--- config.mk ---
export PLATFORM = sky130hd
export DESIGN_NAME = vending_machine_ctrl_flat
export DESIGN_NICKNAME = d
export VERILOG_FILES = /design/src/rtl/vending_machine_ctrl_pkg.sv /design/src/rtl/vending_machine_ctrl_if.sv /design/src/rtl/vending_machine_ctrl_coin_debouncer.sv /design/src/rtl/vending_machine_ctrl.sv /design/src/flat_wrapper.sv
export SDC_FILE = /design/constraint.sdc
export NUM_CORES = 1
export LEC_CHECK = 0
export CAP_MARGIN = 10
export CORE_ASPECT_RATIO = 0.7
export CORE_MARGIN = 2
export CORE_UTILIZATION = 40
export DETAILED_ROUTE_END_ITERATION = 10
export GPL_TIMING_DRIVEN = 0
export SLEW_MARGIN = 0
export SYNTH_ARGS = -nofsm -noshare
export SYNTH_HDL_FRONTEND = slang
export SYNTH_SLANG_ARGS = --single-unit
--- constraint.sdc ---
create_clock -name clk -period 6 [get_ports clk]
set_clock_uncertainty 0.2 [all_clocks]
set_input_delay 1.2 -clock clk [delete_from_list [all_inputs] [get_ports clk]]
set_output_delay 1.2 -clock clk [all_outputs]
set_load 0.01 [all_outputs]
--- src/rtl/vending_machine_ctrl_pkg.sv ---
// Shared types and helpers for the vending controller.
// Credit state is encoded as credit/5 so coin values add directly to the state.
package vending_pkg;

    typedef enum logic [2:0] {
        S0  = 3'd0,
        S5  = 3'd1,
        S10 = 3'd2,
        S15 = 3'd3,
        S20 = 3'd4,
        S25 = 3'd5,
        S30 = 3'd6,
        S35 = 3'd7
    } state_t;

    localparam int PRICE_STATES = 6;
    localparam int COIN_W       = 3;
    localparam logic [COIN_W-1:0] NICKEL_UNITS = 3'd1;
    localparam logic [COIN_W-1:0] DIME_UNITS   = 3'd2;

    // Dime has priority over a simultaneous nickel; sale states always drain to S0.
    function automatic state_t next_credit(state_t cur, logic nickel, logic dime);
        logic [COIN_W-1:0] units;
        state_t            nxt;
        units = cur;
        nxt   = cur;
        if (int'(units) >= PRICE_STATES) begin
            nxt = S0;
        end else if (dime) begin
            nxt = state_t'(units + DIME_UNITS);
        end else if (nickel) begin
            nxt = state_t'(units + NICKEL_UNITS);
        end
        return nxt;
    endfunction

endpackage

--- src/rtl/vending_machine_ctrl_if.sv ---
// Board-side button and LED signals of the vending controller.
interface vending_machine_ctrl_if;
    logic nb;
    logic db;
    logic s;
    logic r;

    modport slave  (input  nb, input  db, output s, output r);
    modport master (output nb, output db, input  s, input  r);
endinterface

--- src/rtl/vending_machine_ctrl_coin_debouncer.sv ---
// Synchronizes one raw button, debounces it on the tick enable and emits a
// single-clock coin pulse coincident with the tick that raises the level.
module coin_debouncer #(
    parameter int DEB_SAMPLES = 4
) (
    input  logic clk,
    input  logic rst,
    input  logic tick_i,
    input  logic btn_i,
    output logic coin_o
);
    localparam int CW = $clog2(DEB_SAMPLES + 1);
    localparam logic [CW-1:0] CNT_LAST = CW'(DEB_SAMPLES - 1);

    logic [1:0]    sync_q;
    logic          level_q;
    logic [CW-1:0] cnt_q;
    logic          differ;
    logic          flip;

    assign differ = sync_q[1] ^ level_q;
    // The level flips on the DEB_SAMPLES-th consecutive differing tick.
    assign flip   = tick_i && differ && (cnt_q == CNT_LAST);
    assign coin_o = flip && sync_q[1];

    always_ff @(posedge clk or negedge rst) begin
        if (!rst) begin
            sync_q  <= '0;
            level_q <= 1'b0;
            cnt_q   <= '0;
        end else begin
            sync_q <= {sync_q[0], btn_i};
            if (tick_i) begin
                if (!differ) begin
                    cnt_q <= '0;
                end else if (cnt_q == CNT_LAST) begin
                    level_q <= sync_q[1];
                    cnt_q   <= '0;
                end else begin
                    cnt_q <= cnt_q + 1'b1;
                end
            end
        end
    end

endmodule

--- src/rtl/vending_machine_ctrl.sv ---
// Vending controller: tick generator, two coin debouncers and the credit FSM
// with registered sell / return-change outputs.
module vending_machine_ctrl
    import vending_pkg::*;
#(
    parameter int DIV_COUNT   = 100000,
    parameter int DEB_SAMPLES = 4
) (
    input  logic                   clk,
    input  logic                   rst,
    vending_machine_ctrl_if.slave  bus
);
    localparam int TW = (DIV_COUNT > 2) ? $clog2(DIV_COUNT) : 1;
    localparam logic [TW-1:0] TICK_LAST = TW'(DIV_COUNT - 1);

    logic [TW-1:0] tick_cnt_q;
    logic          tick;
    logic [1:0]    btn;
    logic [1:0]    coin;
    state_t        state_q;
    state_t        state_d;
    logic          s_q;
    logic          r_q;

    assign tick = (tick_cnt_q == TICK_LAST);

    always_ff @(posedge clk or negedge rst) begin
        if (!rst) begin
            tick_cnt_q <= '0;
        end else if (tick) begin
            tick_cnt_q <= '0;
        end else begin
            tick_cnt_q <= tick_cnt_q + 1'b1;
        end
    end

    // Index 0 is the nickel button, index 1 the dime button.
    assign btn = {bus.db, bus.nb};

    for (genvar gi = 0; gi < 2; gi++) begin : g_deb
        coin_debouncer #(
            .DEB_SAMPLES(DEB_SAMPLES)
        ) u_deb (
            .clk   (clk),
            .rst   (rst),
            .tick_i(tick),
            .btn_i (btn[gi]),
            .coin_o(coin[gi])
        );
    end

    assign state_d = tick ? next_credit(state_q, coin[0], coin[1]) : state_q;

    always_ff @(posedge clk or negedge rst) begin
        if (!rst) begin
            state_q <= S0;
            s_q     <= 1'b0;
            r_q     <= 1'b0;
        end else begin
            state_q <= state_d;
            s_q     <= (state_q == S30) || (state_q == S35);
            r_q     <= (state_q == S35);
        end
    end

    assign bus.s = s_q;
    assign bus.r = r_q;

endmodule

--- src/flat_wrapper.sv ---
// flat-port wrapper written by rule: the top's interface ports become plain ports
module vending_machine_ctrl_flat import vending_pkg::*;
#(
    parameter int DIV_COUNT   = 100000,
    parameter int DEB_SAMPLES = 4
)
  (clk, rst, bus_nb, bus_db, bus_s, bus_r);
  vending_machine_ctrl_if bus_i ();
  input  logic clk;
  input  logic rst;
  input wire logic [$bits(bus_i.nb)-1:0] bus_nb;
  input wire logic [$bits(bus_i.db)-1:0] bus_db;
  output wire logic [$bits(bus_i.s)-1:0] bus_s;
  output wire logic [$bits(bus_i.r)-1:0] bus_r;
  assign bus_i.nb = bus_nb;
  assign bus_i.db = bus_db;
  assign bus_s = bus_i.s;
  assign bus_r = bus_i.r;
  vending_machine_ctrl #(.DIV_COUNT(DIV_COUNT), .DEB_SAMPLES(DEB_SAMPLES)) u_core (.clk(clk), .rst(rst), .bus(bus_i));
endmodule
==> results.json <==
{
  "slowest_stage": "clkdlybuf4s50_1",
  "final-setup-viol-count": 0,
  "die_h_um": 57.54,
  "end_kind": "primary output",
  "num_antenna_cells": 0,
  "remaining_drc_errors": 0,
  "ys_seq_area_frac": 0.5195,
  "status": "finished, final reports clean",
  "synth_area_leader_cell": "dfrtp_1",
  "max_stage_delay_ns": 0.52,
  "totalWireLength_um": 3081,
  "rsz0062_at_grt": "false",
  "fmax_ghz": 0.3943,
  "reg2reg_depth": 5,
  "die_width_um": 80.48,
  "fin_cells": 213,
  "drtAntennaViolNets": 0,
  "numCtsBuffers": 5,
  "ys_warn_count": 0,
  "gr-total-overflow": 0,
  "cap_violations": 0,
  "worst_pin_slew_ns": 0.8446,
  "grt_start_max_net_pins": 35,
  "post_cts_resized": 0,
  "clkSinkCount": 34,
  "cp.buffers_inverters": 1,
  "drt_iter0_drc": 84,
  "total_leakage_power_nw": 0.8543,
  "r2r-start": "u_core.g_deb[1].u_deb.cnt_q[0]$_DFFE_PN0N_",
  "place_inst": 205,
  "slew_headroom": 0.4293,
  "clock_path_buffers": 2,
  "synth.distinct_cells": 33,
  "syn_to_final_growth_pct": 12.53,
  "cts_tree": "built",
  "drv_slew": 0,
  "yosysTopAreaCellShare": 0.5195,
  "clk_pin_slew_ns": 0.07,
  "finalHoldViolCount": 0,
  "dr_total_vias": 1134,
  "p_per_area_mw_per_mm2": 227.0,
  "place.gp.congestion": 0.8472,
  "syn_area_per_cell_um2": 11.07,
  "num_io_pins": 6,
  "r2r_end": "u_core.state_q[1]$_DFFE_PN0P_",
  "drive_gt1_frac": 0.08696,
  "period_share": 0.4226,
  "ys.flop_type": "dfrtp_1",
  "synth_edf_count": 0,
  "netlist_area_mm2": 0.001638,
  "synth_fp_nets": 159,
  "dieArea_mm2": 0.004630,
  "vias_per_cell": 5.324,
  "cts_setup_buffers": 0,
  "cp_cell_sequence": "clkdlybuf4s50_1",
  "period_minus_slack_ns": 2.536,
  "yosys-top-cells-area": "dfrtp_1, ha_1, xnor2_1",
  "async_reset_ff_frac": 1.000,
  "globalRouteTotalUtil": 0.1571,
  "critPathRequiredTime_ns": 4.60,
  "irDropWorstVdd_mv": 0.1195,
  "insertion_delay_ns": 0.29,
  "start_util": 0.4175,
  "grt_pass1_wl_um": 5354,
  "hold_class": "register to register",
  "hold_start": "u_core.g_deb[0].u_deb.sync_q[0]$_DFF_PN0_",
  "crit_fanout": 1,
  "rows": 19,
  "worstSetupPathType": "register to primary output",
  "n_fill_cell": 363,
  "synthCells": 148,
  "worst-endpoint-arrival_ns": 1.14,
  "rrSetupSlack_ns": 3.55,
  "port_buffers": 5,
  "wire_per_inst_um": 14.46,
  "core_mm2": 0.003923,
  "drtPass1Iterations": 5,
  "hold_depth": 0,
  "cts_hold_buffers": 0,
  "cts_root_buf": "clkbuf_8",
  "htree_num_levels": 2,
  "dpl.hpwl_um": 2089,
  "grt_pass1_vias": 1117,
  "crit_family": "buffers and inverters",
  "antenna_found_initial": 0,
  "holdPathEnd": "u_core.g_deb[0].u_deb.sync_q[1]$_DFF_PN0_",
  "cp-start-kind": "register",
  "fin_tns_setup_ns": 0,
  "ys_ff_latch": 34,
  "layout.nets": 171
}
how the worst max path moves through the flow:
stage | start | to | slack [ns] | cells after the start
final | u_core.bus.s$_DFF_PN0_ | bus_s | 3.46 | 1
after global placement | rst | u_core.tick_cnt_q[2]$_DFF_PN0_ | 2.83 | 1
after floorplan | u_core.tick_cnt_q[6]$_DFF_PN0_ | u_core.state_q[1]$_DFFE_PN0P_ | 3.91 | 4
after CTS | u_core.bus.s$_DFF_PN0_ | bus_s | 3.45 | 1
after detailed placement | u_core.g_deb[1].u_deb.cnt_q[0]$_DFFE_PN0N_ | u_core.state_q[1]$_DFFE_PN0P_ | 3.63 | 5
after global routing | u_core.bus.r$_DFF_PN0_ | bus_r | 3.40 | 1
report_power, final:
group	switching (mW)	total [mW]	internal, mW
sequential	0.000886	0.231	0.230
combinational	0.00539	0.00781	0.00243
clock	0.0870	0.179	0.0922
total	0.0933	0.418	0.325
cells in the mapped netlist, types with 2 or more instances:
cell and count:
a21o_1 5, a21oi_1 2, and2_1 2, and4_1 4, clkbuf_1 4, dfrtp_1 34
ha_1 7, inv_1 4, mux2_2 2, nand2_1 9, nand3_1 6, nand4_1 7
nor2_1 16, nor3_1 5, nor3b_1 4, nor4bb_1 3, o21ai_0 4, xnor2_1 10
xor2_1 6
registers in the layout, indices dropped and copies added, names as in the netlist:
signal,count
u_core.bus.s,1
u_core.g_deb.u_deb.cnt_q,6
u_core.g_deb.u_deb.level_q,2
u_core.state_q,3
u_core.tick_cnt_q,17
u_core.bus.r,1
u_core.g_deb.u_deb.sync_q,4
layout by cell type, fill, tap and decap left out:
cell type        synthesis  layout
and4_1                   4       4
and4bb_2                 1       1
a22oi_1                  1       1
and3_1                   1       1
buf_2                    0       1
nor2b_1                  1       1
clkdlybuf4s50_1          0       4
or4_1                    1       1
a21oi_1                  2       2
clkbuf_1                 4       4
inv_1                    4       4
o31ai_1                  1       1
nor4_1                   1       1
nor2_1                  16      16
nand2_1                  9       9
o21ai_0                  4       4
clkinvlp_4               0       1
mux2_2                   2       2
nand4b_1                 1       1
xnor2_1                 10      10
clkinv_2                 0       1
clkbuf_8                 0       6
nor3b_1                  4       4
o21bai_1                 1       1
a221o_1                  1       1
nand4_1                  7       7
dfrtp_1                 34      34
o32ai_2                  1       1
nand4bb_4                1       1
or3_1                    1       1
a21o_1                   5       5
nor4b_1                  1       1
and2_1                   2       2
nand3_1                  6       6
ha_1                     7       7
xor2_1                   6       6
nor4bb_1                 3       3
nor3_1                   5       5
through the flow:
| step | power, mW | hold slack (ns) | worst slack (ns) | utilization | area, um^2 |
|---|---|---|---|---|---|
| final | 0.4183 | 0.1575 | 3.464 | 0.4699 | 1843 |
| after global routing | 0.4376 | 0.1626 | 3.405 | 0.4699 | 1843 |
| after CTS | 0.4254 | 0.1586 | 3.447 | 0.4699 | 1843 |
| after detailed placement | 0.2440 | 0.1419 | 3.628 | 0.4456 | 1748 |
| after global placement | 0.2438 | 0.1346 | 2.830 | 0.4469 | 1753 |
| after floorplan | 0.2372 | 0.1312 | 3.915 | - | 1638 |
cell type report:
| class | count | area, um^2 | share of cell area |
|---|---|---|---|
| Multi-Input combinational cell | 106 | 757.0 | 0.4107 |
| Sequential cell | 34 | 850.8 | 0.4616 |
| Buffer | 4 | 15.01 | 0.008147 |
| Clock buffer | 6 | 82.58 | 0.04481 |
| Timing Repair Buffer | 5 | 45.04 | 0.02444 |
| Clock inverter | 2 | 12.51 | 0.006789 |
| Inverter | 4 | 15.01 | 0.008147 |
| Tap cell | 52 | 65.06 | 0.03530 |
routing by layer:
layer	wire, um	up-vias	share of wire	track usage
met1	1532	551	0.50	0.2165
met2	1359	25	0.44	0.2190
met5	0	-	0	0
met4	44	0	0.014	0.08717
met3	144	5	0.047	0.05063
li1	-	553	-	-
logic make-up after synthesis:
logic type | after synthesis | share of synthesized area
mux | 2 | 0.01375
simple gates | 65 | 0.2384
xor+xnor | 16 | 0.08556
compound gates | 16 | 0.07106
buf+inv | 8 | 0.01833
flops | 34 | 0.5195
fa+ha+maj | 7 | 0.05347
No activity file was read; power rests on OpenSTA's default activity.
